File: config.mk
export PLATFORM = sky130hd
export DESIGN_NAME = hdr_fifo_scheduler
export DESIGN_NICKNAME = d
export VERILOG_FILES = /design/src/rtl/hdr_sched_pkg.sv /design/src/rtl/rr_pick.sv /design/src/rtl/hdr_fifo_scheduler.sv
export SDC_FILE = /design/constraint.sdc
export NUM_CORES = 1
export LEC_CHECK = 0
export CAP_MARGIN = 30
export CORE_ASPECT_RATIO = 2
export CORE_MARGIN = 3
export CORE_UTILIZATION = 38
export CTS_BUF_LIST = sky130_fd_sc_hd__clkbuf_8
export CTS_CLUSTER_SIZE = 12
export DETAILED_ROUTE_END_ITERATION = 10
export GPL_TIMING_DRIVEN = 1
export PLACE_DENSITY = 0.82
export SYNTH_ARGS = -nofsm -noshare
export SYNTH_HDL_FRONTEND = slang
export SYNTH_HIERARCHICAL = 1
export SYNTH_SLANG_ARGS = --single-unit
export TNS_END_PERCENT = 5
File: constraint.sdc
create_clock -name clk -period 4.7 [get_ports clk]
set_input_delay 0.47 -clock clk [delete_from_list [all_inputs] [get_ports clk]]
set_output_delay 0.47 -clock clk [all_outputs]
set_load 0.05 [all_outputs]
File: src/rtl/hdr_sched_pkg.sv
// Shared definitions for the header FIFO scheduler.
// Holds the scheduler state encoding, the default parameter values and the
// helper that locates the last-beat flag inside a FIFO word.
package hdr_sched_pkg;

  localparam int DEF_N         = 4;
  localparam int DEF_DW        = 32;
  localparam int DEF_MAX_BEATS = 16;

  typedef enum logic {
    IDLE = 1'b0,
    BUSY = 1'b1
  } state_e;

  // The top bit of every FIFO word marks the final beat of a packet.
  function automatic int last_bit(input int dw);
    return dw - 1;
  endfunction

endpackage

File: src/rtl/rr_pick.sv
// Rotate-priority picker.
// Returns the first asserted request found when searching upward from ptr,
// wrapping modulo N.
//   req     : per-source request vector
//   ptr     : source index that has highest priority this cycle
//   gnt_idx : index of the selected source (0 when nothing is requested)
//   gnt_any : at least one request is asserted
module rr_pick
  import hdr_sched_pkg::*;
#(
  parameter  int N  = DEF_N,
  localparam int SW = $clog2(N)
) (
  input  logic [N-1:0]  req,
  input  logic [SW-1:0] ptr,
  output logic [SW-1:0] gnt_idx,
  output logic          gnt_any
);

  logic [SW-1:0] idx;

  // Walk the offsets from farthest to nearest so the nearest hit wins.
  always_comb begin
    gnt_any = 1'b0;
    gnt_idx = '0;
    idx     = '0;
    for (int i = N - 1; i >= 0; i--) begin
      idx = SW'((int'(ptr) + i) % N);
      if (req[idx]) begin
        gnt_any = 1'b1;
        gnt_idx = idx;
      end
    end
  end

endmodule

File: src/rtl/hdr_fifo_scheduler.sv
// Packet-granular round-robin scheduler draining N header FIFOs into one
// registered valid/ready stream. A granted source stays locked until its
// packet's last beat is popped; a beat watchdog forces a release after
// MAX_BEATS beats and pulses err.
//   clk, rst    : clock, synchronous active-high reset
//   fifo_empty  : per-source empty flags
//   fifo_dout   : per-source read data, source i at [i*DW +: DW], same-cycle
//   fifo_rd_en  : per-source pop (combinational, one-hot or zero)
//   out_valid   : output register holds a beat
//   out_ready   : downstream accept
//   out_data    : payload of the held beat
//   out_last    : held beat ends the packet (flag or watchdog)
//   out_src     : source index of the held beat
//   err         : one-cycle pulse accompanying a watchdog-forced last beat
module hdr_fifo_scheduler
  import hdr_sched_pkg::*;
#(
  parameter  int N         = DEF_N,
  parameter  int DW        = DEF_DW,
  parameter  int MAX_BEATS = DEF_MAX_BEATS,
  localparam int SW        = $clog2(N)
) (
  input  logic          clk,
  input  logic          rst,
  input  logic [N-1:0]  fifo_empty,
  input  logic [N*DW-1:0] fifo_dout,
  output logic [N-1:0]  fifo_rd_en,
  output logic          out_valid,
  input  logic          out_ready,
  output logic [DW-2:0] out_data,
  output logic          out_last,
  output logic [SW-1:0] out_src,
  output logic          err
);

  localparam int CW       = $clog2(MAX_BEATS + 1);
  localparam int LAST_BIT = last_bit(DW);

  state_e        state_q;
  logic [SW-1:0] g_q;
  logic [SW-1:0] rr_ptr_q;
  logic [CW-1:0] beat_cnt_q;
  logic          out_valid_q;
  logic [DW-2:0] out_data_q;
  logic          out_last_q;
  logic [SW-1:0] out_src_q;
  logic          err_q;

  logic [DW-1:0] dout_a [N];

  for (genvar i = 0; i < N; i++) begin : g_unpack
    assign dout_a[i] = fifo_dout[i*DW +: DW];
  end

  logic [SW-1:0] pick_idx_d;
  logic          pick_any_d;

  rr_pick #(.N(N)) u_pick (
    .req     (~fifo_empty),
    .ptr     (rr_ptr_q),
    .gnt_idx (pick_idx_d),
    .gnt_any (pick_any_d)
  );

  logic [DW-1:0] head_d;
  logic          pop_d;
  logic          flag_d;
  logic          forced_d;
  logic          last_d;
  logic [SW-1:0] g_next_d;

  // Pop only when the output register is free or being drained this cycle.
  // Reset gates the pop so the FIFOs never see a read on the reset edge.
  always_comb begin
    head_d     = dout_a[g_q];
    flag_d     = head_d[LAST_BIT];
    pop_d      = ~rst & (state_q == BUSY) & ~fifo_empty[g_q]
                 & (~out_valid_q | out_ready);
    forced_d   = (beat_cnt_q == CW'(MAX_BEATS - 1));
    last_d     = flag_d | forced_d;
    g_next_d   = (g_q == SW'(N - 1)) ? '0 : g_q + 1'b1;
    fifo_rd_en = '0;
    fifo_rd_en[g_q] = pop_d;
  end

  always_ff @(posedge clk) begin
    if (rst) begin
      state_q     <= IDLE;
      g_q         <= '0;
      rr_ptr_q    <= '0;
      beat_cnt_q  <= '0;
      out_valid_q <= 1'b0;
      out_data_q  <= '0;
      out_last_q  <= 1'b0;
      out_src_q   <= '0;
      err_q       <= 1'b0;
    end else begin
      err_q <= 1'b0;

      // A pop overwrites the held beat even when it is being accepted now.
      if (pop_d) begin
        out_valid_q <= 1'b1;
        out_data_q  <= head_d[DW-2:0];
        out_last_q  <= last_d;
        out_src_q   <= g_q;
      end else if (out_ready) begin
        out_valid_q <= 1'b0;
      end

      case (state_q)
        IDLE: begin
          if (pick_any_d) begin
            g_q        <= pick_idx_d;
            beat_cnt_q <= '0;
            state_q    <= BUSY;
          end
        end
        BUSY: begin
          // An empty source just stalls here; the watchdog counts beats only.
          if (pop_d) begin
            beat_cnt_q <= beat_cnt_q + 1'b1;
            if (last_d) begin
              rr_ptr_q <= g_next_d;
              state_q  <= IDLE;
              err_q    <= ~flag_d;
            end
          end
        end
        default: state_q <= IDLE;
      endcase
    end
  end

  assign out_valid = out_valid_q;
  assign out_data  = out_data_q;
  assign out_last  = out_last_q;
  assign out_src   = out_src_q;
  assign err       = err_q;

endmodule
==> flow_metrics.tcl <==
set metrics [dict create \
    p_total_mw 0.997 \
    antenna_cells 0 \
    synth_largest_area_cell "dfxtp_1" \
    antenna_found_initial 0 \
    synth-edff-count 0 \
    postCtsSetupRepairBufs 0 \
    synthCells 285 \
    finalNetCount 581 \
    report.final.slew_viol_count 0 \
    clock_skew_ns 0.0108 \
    ir_drop_uv 142 \
    rsz0062_at_grt "no" \
    fmax_mhz 310 \
    post-dp-hpwl_um 7600 \
    cp.arrival_ns 2.76 \
    area_growth_syn_to_layout_pct 65.2 \
    ant_nets 0 \
    ys_top_cells_by_count "dfxtp_1, a21oi_1, nand3_1" \
    hold_violations 0 \
    cts_resized 0 \
    drt_iter0_markers 257 \
    vias 2955 \
    synth_area_leaders "dfxtp_1, mux4_2, a21oi_1, nand3_1, o21ai_0" \
    synth_nets 426 \
    grt_pass1_wl_um 15200 \
    p_leak_nw 1.58 \
    ys_seq_area_share_pct 32.7 \
    wl_per_cell_um 18.7 \
    start_util_pct 40.0 \
    drtPass1Iterations 4 \
    async_reset_ff_share_pct 0 \
    grtUsageMet2_pct 44.7 \
    required_ns 4.23 \
    cts_tree "built" \
    synthMostInstantiatedCell "dfxtp_1" \
    synth_top_area_share_pct 32.7 \
    synth_flop_cell "dfxtp_1" \
    ys_ff_latch 46 \
    seqPwrFrac_pct 42.7 \
    grt_start_max_net_pins 44 \
    worst_hold_path_type "reg -> reg" \
    p_int_mw 0.701 \
    gr-total-overflow 0 \
    crit_path_start_kind "flop" \
    met1_usage_pct 24.8 \
    grt.busiest_layer "met2" \
    fp.dieW_um 66.9 \
    slew_headroom_pct 37.5 \
    clock_sinks 46 \
    power_density_nw_per_um2 214 \
    cts-htree-levels 2 \
    holdBufCountCts 0 \
    grt_usage_pct 23.4 \
    netSwitchingPower_mw 0.295 \
    setup_viol 0 \
    cts_buffers 5 \
    num_rows 43 \
    cts_root_buffer "clkbuf_8" \
    power_frac_clock_pct 23.8 \
    clk_path_buf_depth 2 \
    drive_gt1_share_pct 12.2 \
    max_cap_violations 0 \
    drc 0 \
    tightest_slew_ns 0.937 \
    portBuffers 174 \
    gp_congestion 0.873 \
    clk_latency_ns 0.30 \
    outcome "finished clean" \
    use_met3_pct 3.51 \
    fin_crit_ns 3.23 \
    dieArea_um2 8540 \
    syn_area_per_cell_um2 9.88 \
    final_util_pct 66.0 \
    coreArea_um2 7050 \
    netlist_area_um2 2820 \
    die_h_um 128 \
    endpoint_kind "output port" \
    ys_warn_count 6 \
    critical_path_class "reg -> out" \
    path_max_fanout 39 \
    path_clk_slew_ns 0.09 \
    ys_types 37 \
    grt_pass1_vias 3103 \
    tns_ns 0 \
    wl_um 9950 \
    min_period_over_period_pct 68.7 \
    p_sw_share_pct 29.6 \
    avgViaCountPerCell 5.56 \
    io_pins 175 \
    pwr-share-comb_pct 33.5 \
]
==> path summary, 6_finish.rpt <==
kind          startpoint            end  slack (ns)  cells after the start
max               g_q[1]  fifo_rd_en[2]        1.47                      4
min          out_data[6]    out_data[6]        0.48                      2
max reg2reg       g_q[1]    rr_ptr_q[0]        2.14                      5
min reg2reg  out_data[6]    out_data[6]        0.48                      2
==> power groups by stage <==
stage                     Combinational, mW  Clock (mW)  Sequential [mW]
after floorplan                       0.132           0            0.473
after global placement                0.327           0            0.434
after detailed placement              0.334           0            0.435
after CTS                             0.335       0.244            0.426
after global routing                  0.353       0.256            0.429
final                                 0.334       0.237            0.426
==> through the flow <==
step / std cells / setup WS [ns] / hold slack (ns) / area [µm²]
final: 531 / 1.47 / 0.477 / 4650
after global routing: 531 / 1.35 / 0.498 / 4650
after CTS: 531 / 1.45 / 0.480 / 4650
after detailed placement: 523 / 1.78 / 0.468 / 4570
after global placement: 523 / 1.86 / 0.461 / 4570
after floorplan: 285 / 2.46 / 0.468 / 2820
==> layer usage <==
| layer | share of wire (%) | up-vias |
|---|---|---|
| met5 | 0 | - |
| met4 | 2.9 | 0 |
| met3 | 5.2 | 18 |
| met2 | 58 | 105 |
| met1 | 34 | 1447 |
| li1 | - | 1385 |
==> layout by cell type, fill, tap and decap left out <==
| cell | synthesis | layout |
|---|---|---|
| and3_1 | 5 | 5 |
| nand3_1 | 36 | 36 |
| a22o_1 | 1 | 1 |
| nor2b_2 | 0 | 1 |
| and3b_1 | 1 | 1 |
| a31oi_1 | 2 | 2 |
| a211oi_2 | 1 | 1 |
| buf_2 | 9 | 1 |
| a21oi_1 | 39 | 39 |
| a211oi_1 | 1 | 1 |
| a311oi_1 | 1 | 1 |
| clkinv_4 | 0 | 1 |
| o21ai_0 | 34 | 34 |
| dfxtp_1 | 46 | 44 |
| nand3b_1 | 1 | 1 |
| nor2b_1 | 3 | 2 |
| or2_1 | 1 | 1 |
| clkdlybuf4s50_1 | 0 | 173 |
| nand2b_1 | 4 | 4 |
| nand4_1 | 1 | 1 |
| mux2i_2 | 1 | 1 |
| ha_1 | 6 | 6 |
| nor2_1 | 9 | 9 |
| nor3b_2 | 1 | 1 |
| mux2_1 | 2 | 2 |
| nand3_2 | 1 | 1 |
| mux4_2 | 32 | 32 |
| buf_4 | 2 | 6 |
| o211ai_1 | 5 | 5 |
| nor3b_1 | 2 | 2 |
| inv_1 | 7 | 8 |
| or3_1 | 2 | 2 |
| clkinv_2 | 0 | 1 |
| nand2_1 | 2 | 2 |
| mux2i_1 | 4 | 4 |
| a22oi_2 | 1 | 1 |
| clkbuf_8 | 0 | 5 |
| or4_1 | 1 | 1 |
| dfxtp_2 | 0 | 2 |
==> cells by family (layout without fill, tap and decap cells) <==
family          after synthesis  in the layout  share of synthesized area [%]
compound gates               85             85                           16.5
fa+ha+maj                     6              6                           2.67
simple gates                 70             70                           13.6
flops                        46             46                           32.7
buf+inv                      39            195                           6.22
mux                          39             39                           28.3
==> registers in the layout, summed over array words and instances, names as in the netlist <==
signal / flops
out_last: 1
out_src: 2
g_q: 2
out_valid: 1
rr_ptr_q: 2
state_q: 1
out_data: 31
err: 1
beat_cnt_q: 5
==> area by class of cell <==
class	instances	area, µm²
flip-flops and latches	46	923
clock buffers	5	68.8
clock inverters	3	17.5
repair buffers	180	1780
inverters	7	26.3
multi-input cells	200	1720
well taps	90	113
fillers	590	2390
==> critical path, stage by stage (launching register included) <==
cell and delay (ns):
dfxtp_2 0.95, and3b_1 0.31, a22o_1 0.22, and3_1 0.18, clkdlybuf4s50_1 0.81
No activity file was read; power rests on OpenSTA's default activity.
